**config.mk**
```make
export PLATFORM = sky130hd
export DESIGN_NAME = pakin
export DESIGN_NICKNAME = d
export VERILOG_FILES = /design/src/rtl/pakin.sv
export SDC_FILE = /design/constraint.sdc
export NUM_CORES = 1
export LEC_CHECK = 0
export ABC_AREA = 1
export BUFFER_PORTS_ARGS = -buffer_cell sky130_fd_sc_hd__clkbuf_2
export CAP_MARGIN = 20
export CELL_PAD_IN_SITES_DETAIL_PLACEMENT = 0
export CELL_PAD_IN_SITES_GLOBAL_PLACEMENT = 2
export CORE_MARGIN = 2
export CORE_UTILIZATION = 30
export DETAILED_ROUTE_END_ITERATION = 7
export GPL_TIMING_DRIVEN = 0
export PLACE_DENSITY_LB_ADDON = 0.1
export SYNTH_ARGS = -nofsm -noshare
export SYNTH_HDL_FRONTEND = slang
export SYNTH_SLANG_ARGS = --single-unit
```
**constraint.sdc**
```tcl
create_clock -name i_clk -period 1.5 [get_ports i_clk]
set_clock_uncertainty 0.2 [all_clocks]
set_input_delay 0.15 -clock i_clk [delete_from_list [all_inputs] [get_ports i_clk]]
set_output_delay 0.15 -clock i_clk [all_outputs]
set_load 0.01 [all_outputs]
```
**src/rtl/pakin.sv**
```systemverilog
// pakin: two-phase packet receiver; range-checks the address, buffers data, forwards it to a two-phase sink.
// Address range checking is built only when NS_PAKIN_ADDR_CHECK_EN is defined.
`ifndef NS_ADDRESS_SIZE
`define NS_ADDRESS_SIZE 6
`endif
`ifndef NS_DATA_SIZE
`define NS_DATA_SIZE 4
`endif
`ifndef NS_PACKET_SIZE
`define NS_PACKET_SIZE 10
`endif

// Purpose: accept packets on rcv0, queue data in a DEPTH-entry FIFO, emit on snd0.
// Latency: rcv0_req toggle to rcv0_ack toggle in 3 edges; FIFO head to snd0_req toggle in 1 edge.
// Backpressure: in-range packets stall unacked while the FIFO is full; rejects are always acked.
module pakin #(
    parameter int PSZ      = `NS_PACKET_SIZE,
    parameter int ASZ      = `NS_ADDRESS_SIZE,
    parameter int DSZ      = `NS_DATA_SIZE,
    parameter int MIN_ADDR = 0,
    parameter int MAX_ADDR = 55,
    parameter int DEPTH    = 4
) (
    input  logic           i_clk,
    input  logic           reset,
    output logic           ready,
    input  logic [PSZ-1:0] rcv0_pakio,
    input  logic           rcv0_req,
    output logic           rcv0_ack,
    output logic [DSZ-1:0] snd0_data,
    output logic           snd0_req,
    input  logic           snd0_ack,
    output logic           o_err,
    output logic [ASZ-1:0] fst_err_inp,
    output logic [DSZ-1:0] fst_err_dat,
    output logic [DSZ-1:0] o_cnt_rx
);

    localparam int AW = $clog2(DEPTH);

    typedef enum logic {S_IDLE, S_WAIT} state_t;

    logic           r_ready;
    logic           r_rq_meta, r_rq_s;
    logic           r_ak_meta, r_ak_s;
    logic           r_rcv_ack;
    logic           r_snd_req;
    logic [DSZ-1:0] r_snd_dat;
    logic [DSZ-1:0] r_cnt;
    state_t         r_state, w_state_nxt;

    logic [DSZ-1:0] r_mem [DEPTH];
    logic [AW:0]    r_wptr, r_rptr;

    logic [ASZ-1:0] w_addr;
    logic [DSZ-1:0] w_dat;
    logic [DSZ-1:0] w_head;
    logic           w_pend, w_inrng, w_full, w_empty;
    logic           w_push, w_pop, w_ack_tgl;

    assign w_addr = rcv0_pakio[PSZ-1:DSZ];
    assign w_dat  = rcv0_pakio[DSZ-1:0];

`ifdef NS_PAKIN_ADDR_CHECK_EN
    logic           w_lo_ok, w_hi_ok;
    logic           r_err;
    logic [ASZ-1:0] r_fst_inp;
    logic [DSZ-1:0] r_fst_dat;

    // Bounds that cover the whole address space collapse to constants.
    if (MIN_ADDR > 0) begin : g_lo_cmp
        assign w_lo_ok = (w_addr >= ASZ'(MIN_ADDR));
    end else begin : g_lo_any
        assign w_lo_ok = 1'b1;
    end
    if (MAX_ADDR < (1 << ASZ) - 1) begin : g_hi_cmp
        assign w_hi_ok = (w_addr <= ASZ'(MAX_ADDR));
    end else begin : g_hi_any
        assign w_hi_ok = 1'b1;
    end
    assign w_inrng = w_lo_ok & w_hi_ok;

    always_ff @(posedge i_clk or negedge reset) begin
        if (!reset) begin
            r_err     <= 1'b0;
            r_fst_inp <= '0;
            r_fst_dat <= '0;
        end else if (w_pend && !w_inrng) begin
            r_err <= 1'b1;
            if (!r_err) begin
                r_fst_inp <= w_addr;
                r_fst_dat <= w_dat;
            end
        end
    end

    assign o_err       = r_err;
    assign fst_err_inp = r_fst_inp;
    assign fst_err_dat = r_fst_dat;
`else
    logic w_unused_addr;
    assign w_unused_addr = ^w_addr;
    assign w_inrng       = 1'b1;
    assign o_err         = 1'b0;
    assign fst_err_inp   = '0;
    assign fst_err_dat   = '0;
`endif

    assign w_pend    = (r_rq_s != r_rcv_ack);
    assign w_push    = w_pend & w_inrng & ~w_full;
    assign w_ack_tgl = w_pend & (~w_inrng | ~w_full);

    // Extra pointer MSB distinguishes full from empty when the index bits match.
    assign w_full  = (r_wptr[AW] != r_rptr[AW]) && (r_wptr[AW-1:0] == r_rptr[AW-1:0]);
    assign w_empty = (r_wptr == r_rptr);
    assign w_head  = r_mem[r_rptr[AW-1:0]];

    always_ff @(posedge i_clk) begin
        if (w_push) begin
            r_mem[r_wptr[AW-1:0]] <= w_dat;
        end
    end

    always_ff @(posedge i_clk or negedge reset) begin
        if (!reset) begin
            r_ready   <= 1'b0;
            r_rq_meta <= 1'b0;
            r_rq_s    <= 1'b0;
            r_ak_meta <= 1'b0;
            r_ak_s    <= 1'b0;
            r_rcv_ack <= 1'b0;
            r_snd_req <= 1'b0;
            r_snd_dat <= '0;
            r_cnt     <= '0;
            r_wptr    <= '0;
            r_rptr    <= '0;
            r_state   <= S_IDLE;
        end else begin
            r_ready   <= 1'b1;
            r_rq_meta <= rcv0_req;
            r_rq_s    <= r_rq_meta;
            r_ak_meta <= snd0_ack;
            r_ak_s    <= r_ak_meta;
            r_state   <= w_state_nxt;
            if (w_ack_tgl) begin
                r_rcv_ack <= ~r_rcv_ack;
            end
            if (w_push) begin
                r_wptr <= r_wptr + (AW+1)'(1);
                r_cnt  <= r_cnt + DSZ'(1);
            end
            if (w_pop) begin
                r_rptr    <= r_rptr + (AW+1)'(1);
                r_snd_dat <= w_head;
                r_snd_req <= ~r_snd_req;
            end
        end
    end

    always_comb begin
        w_state_nxt = r_state;
        w_pop       = 1'b0;
        case (r_state)
            S_IDLE: begin
                if (!w_empty) begin
                    w_pop       = 1'b1;
                    w_state_nxt = S_WAIT;
                end
            end
            S_WAIT: begin
                if (r_ak_s == r_snd_req) begin
                    w_state_nxt = S_IDLE;
                end
            end
            default: w_state_nxt = S_IDLE;
        endcase
    end

    assign ready     = r_ready;
    assign rcv0_ack  = r_rcv_ack;
    assign snd0_req  = r_snd_req;
    assign snd0_data = r_snd_dat;
    assign o_cnt_rx  = r_cnt;

endmodule
```
==> metrics.md <==
| Metric | Value |
|---|---|
| Largest net degree at the start of global routing | 23 |
| Cell Area, Placed | 0.00212 mm^2 |
| Number of synthesized flops with an enable pin | 16 |
| Routed wire length | 3990 um |
| Routability cong. | around 0.68 |
| # DRC | 0 |
| Initial antenna violation count | 0 |
| Final setup viols | 24 |
| Via count | 1,399 |
| Number of synthesis warnings | 0 |
| Area delta synth->final | 38.1% |
| Status | finished, violations left |
| Final instance area | 0.00256 mm^2 |
| Finished Layout Cells | approximately 330 |
| GR Overflow Total | 0 |
| Peak supply drop | 0.822 mV |
| # nets final | 277 |
| Worst Setup End Kind | flip-flop |
| Period utilisation layout | 104% |
| Critical Path End | r_mem[3][0] |
| CTS HTree Levels | 2 |
| Synth Area in XOR/XNOR | 2.77% |
| Dpl cells | 299 |
| Root buffer cell | clkbuf_8 |
| Critical path peak fanout | 5 |
| Final HPWL DP | between 2000 and 3000 um |
| Die footprint | 0.00681 mm^2 |
| Post-Synth Simple-Gate Area | a little under a quarter |
| Filler Cell Count | about 600 |
| Largest family of logic cells by synthesized area | simple AND/OR/NAND/NOR gates |
| Post-synthesis mux area share | 0% |
| R2R setup slack | -0.06 ns |
| Static Leak | 1.28 nW |
| Core area | approximately 0.006 mm^2 |
| Worst hold margin | about 0.15 ns |
| Max Slew Vio Count | 0 |
| Yosys cell types | 22 |
| Cts bufs inserted | 5 |
| WL per Instance | roughly 12 um |
| Vias in the first global route | between 1,000 and 1,500 |
| CTS sink cnt | 38 |
| GR Util All Layers | 13.1% |
| Final TNS setup | -1.02 ns |
| Share of cells above drive strength 1 | between 30 and 40% |
| I/O pin total | 36 |
| Syn_area_per_cell | ~9.4 um^2 |
| Antenna violation net count after detailed routing | 0 |
| Min-Delay Path Class | reg2reg |
| Achievable Freq | ~0.64 GHz |
| Max cap viols | 0 |
| Area share of the leading cell type in the synthesized netlist | approximately 30% |
| CTS tree | done |
| Pwr per Cell Area | about 2100 mW/mm^2 |
| Critical Path RT | between 1 and 1.5 ns |
| Util after Layout | a little over two fifths |
| Asr flop ratio synth | just under 60% |
| Clk pin slew, worst setup/hold paths | around 0.07 ns |
| First-pass GRT wire length | 6370 um |
| Synth Instances | approximately 200 |
| RR Endpoint | r_mem[3][0] |
| Fin. Hold Viols | 0 |
| Syn Std Cell Area | approximately 0.0019 mm^2 |
| Die H | ~83 um |
| Compound-Gate Fraction of Synth Area | less than 1% |
| Final worst setup slack | -0.0613 ns |
| Launching point of the worst reg2reg path | r_rptr[1] |
| Yosys top cell by area | dfrtp_1 |
| Dominant synthesized flop cell | dfrtp_1 |
| IO Port Bufs | 18 |
| Unrepaired setup endpoints after global routing | true |
| Clk Latency, worst-skew pair | about 0.28 ns |
| R2R cell count | 6 |
| Die Wd | approximately 83 um |
| Rows | 28 |
| Worst rel slew slack | a little over 60% |
| CP arrival | 1.42 ns |
| Synth Register Bits | 38 |
| Drt pass-1 iters | 4 |
| Ranking of synthesized cells by area | dfrtp_1 (30%), edfxtp_1 (26%), nand2_1 (12%), nand3_1 (6.5%), inv_1 (6.3%) |
| Failing checks | negative setup slack |
| Seq/Total Area, Yosys | between 50% and 60% |
| N_diodes | 0 |
| Synth Area in Adders | slightly above 4% |
| Initial Util | between 30 and 40% |
| Setup crit start | r_rptr[1] |
| Crit path time final | about 1.6 ns |
| Crit path kind | reg2reg |
| DRT iter0 DRCs | between 40 and 50 |
| Vias per cell | 4.20 |
| Startpoint types | flip-flop |
| Clk buf depth | 2 |
| Measured slew at the worst slew-check pin | about 0.56 ns |
## layout make-up
cell class                      count  area (um^2)  share of cell area, %
Clock buffer                        6         72.6                   2.84
Timing Repair Buffer               42          315                   12.3
Sequential cell                    38         1040                   40.5
Multi-Input combinational cell    123          781                   30.5
Tap cell                           75         93.8                   3.67
Buffer                             14          120                   4.70
Clock inverter                      2         8.76                  0.343
Inverter                           33          129                   5.04
## where the power goes
group	switching [mW]	internal, mW
clock network	0.349	0.320
logic	1.71	1.36
registers	0.273	1.47
total	2.33	3.15
## critical path, stage by stage, from the launching register on
cell and delay (ns):
dfrtp_1 0.39, buf_6 0.14, xnor2_4 0.17, nand3_4 0.14
buf_8 0.16, nand2_4 0.07, inv_4 0.05
## cell families after synthesis
| kind of cell | Yosys count |
|---|---|
| flip-flops | 38 |
| AO/OA/AOI/OAI | 2 |
| XOR/XNOR | 5 |
| buffers and inverters | 47 |
| other | 2 |
| adder cells (fa/ha/maj) | 6 |
| AND/OR/NAND/NOR | 96 |
## cell usage in the layout (no fill, tap or decap), drive strengths merged, types with 4 or more instances in the layout
cell type	n
buf	31
clkbuf	24
conb	12
dfrtp	22
dlygate4sd3	7
edfxtp	16
ha	6
inv	32
nand2	66
nand3	27
nor2	4
## how the worst min path moves through the flow
stage,from,end,slack (ns),cells past startpoint
2_1_floorplan,reset,o_cnt_rx[0],-0.35,0
3_3_place_gp,reset,snd0_data[3],-0.04,1
3_5_place_dp,reset,snd0_req,-0.02,1
5_1_grt,r_rq_meta,r_rq_s,0.16,0
6_report,r_rq_meta,r_rq_s,0.15,0
4_1_cts,r_rq_meta,r_rq_s,0.15,0
## sequential cells by signal, indices dropped and copies added, names as in the netlist
register and count:
snd0_data 4, ready 1, o_cnt_rx 4, r_ak_meta 1, snd0_req 1, r_rq_s 1, rcv0_ack 1, r_state 1
r_ak_s 1, r_mem 16, r_rq_meta 1, r_rptr 3, r_wptr 3
## per-stage QoR
step	setup WS [ns]	total power, mW
after floorplan	-0.00620	3.29
after global placement	-0.185	3.79
after detailed placement	-0.205	3.85
after CTS	-0.115	5.17
after global routing	-0.133	5.95
final	-0.0613	5.48
## synthesized netlist by cell type (3+ instances only)
cell      instances
nand2_1          60
inv_1            31
nand3_1          24
dfrtp_1          22
edfxtp_1         16
buf_4            12
ha_1              6
nor2_1            4
nand2_2           3
## what timing repair did
item                       4_1_cts  5_1_grt
hold endpoints to repair        40        0
pin swaps                        7       11
setup buffers                   12        5
hold buffers                     7        0
cloned                           3        0
setup endpoints to repair       29       33
gates resized for setup         15       24
## per-layer routing
| metal | vias to the layer above | wire length, um | GRT usage (%) |
|---|---|---|---|
| li1 | 708 | - | - |
| met1 | 659 | 1890 | 17.0 |
| met2 | 28 | 1890 | 20.6 |
| met3 | 4 | 165 | 3.59 |
| met4 | 0 | 47 | 5.41 |
| met5 | - | 0 | 0 |
No activity file was read; power rests on OpenSTA's default activity.
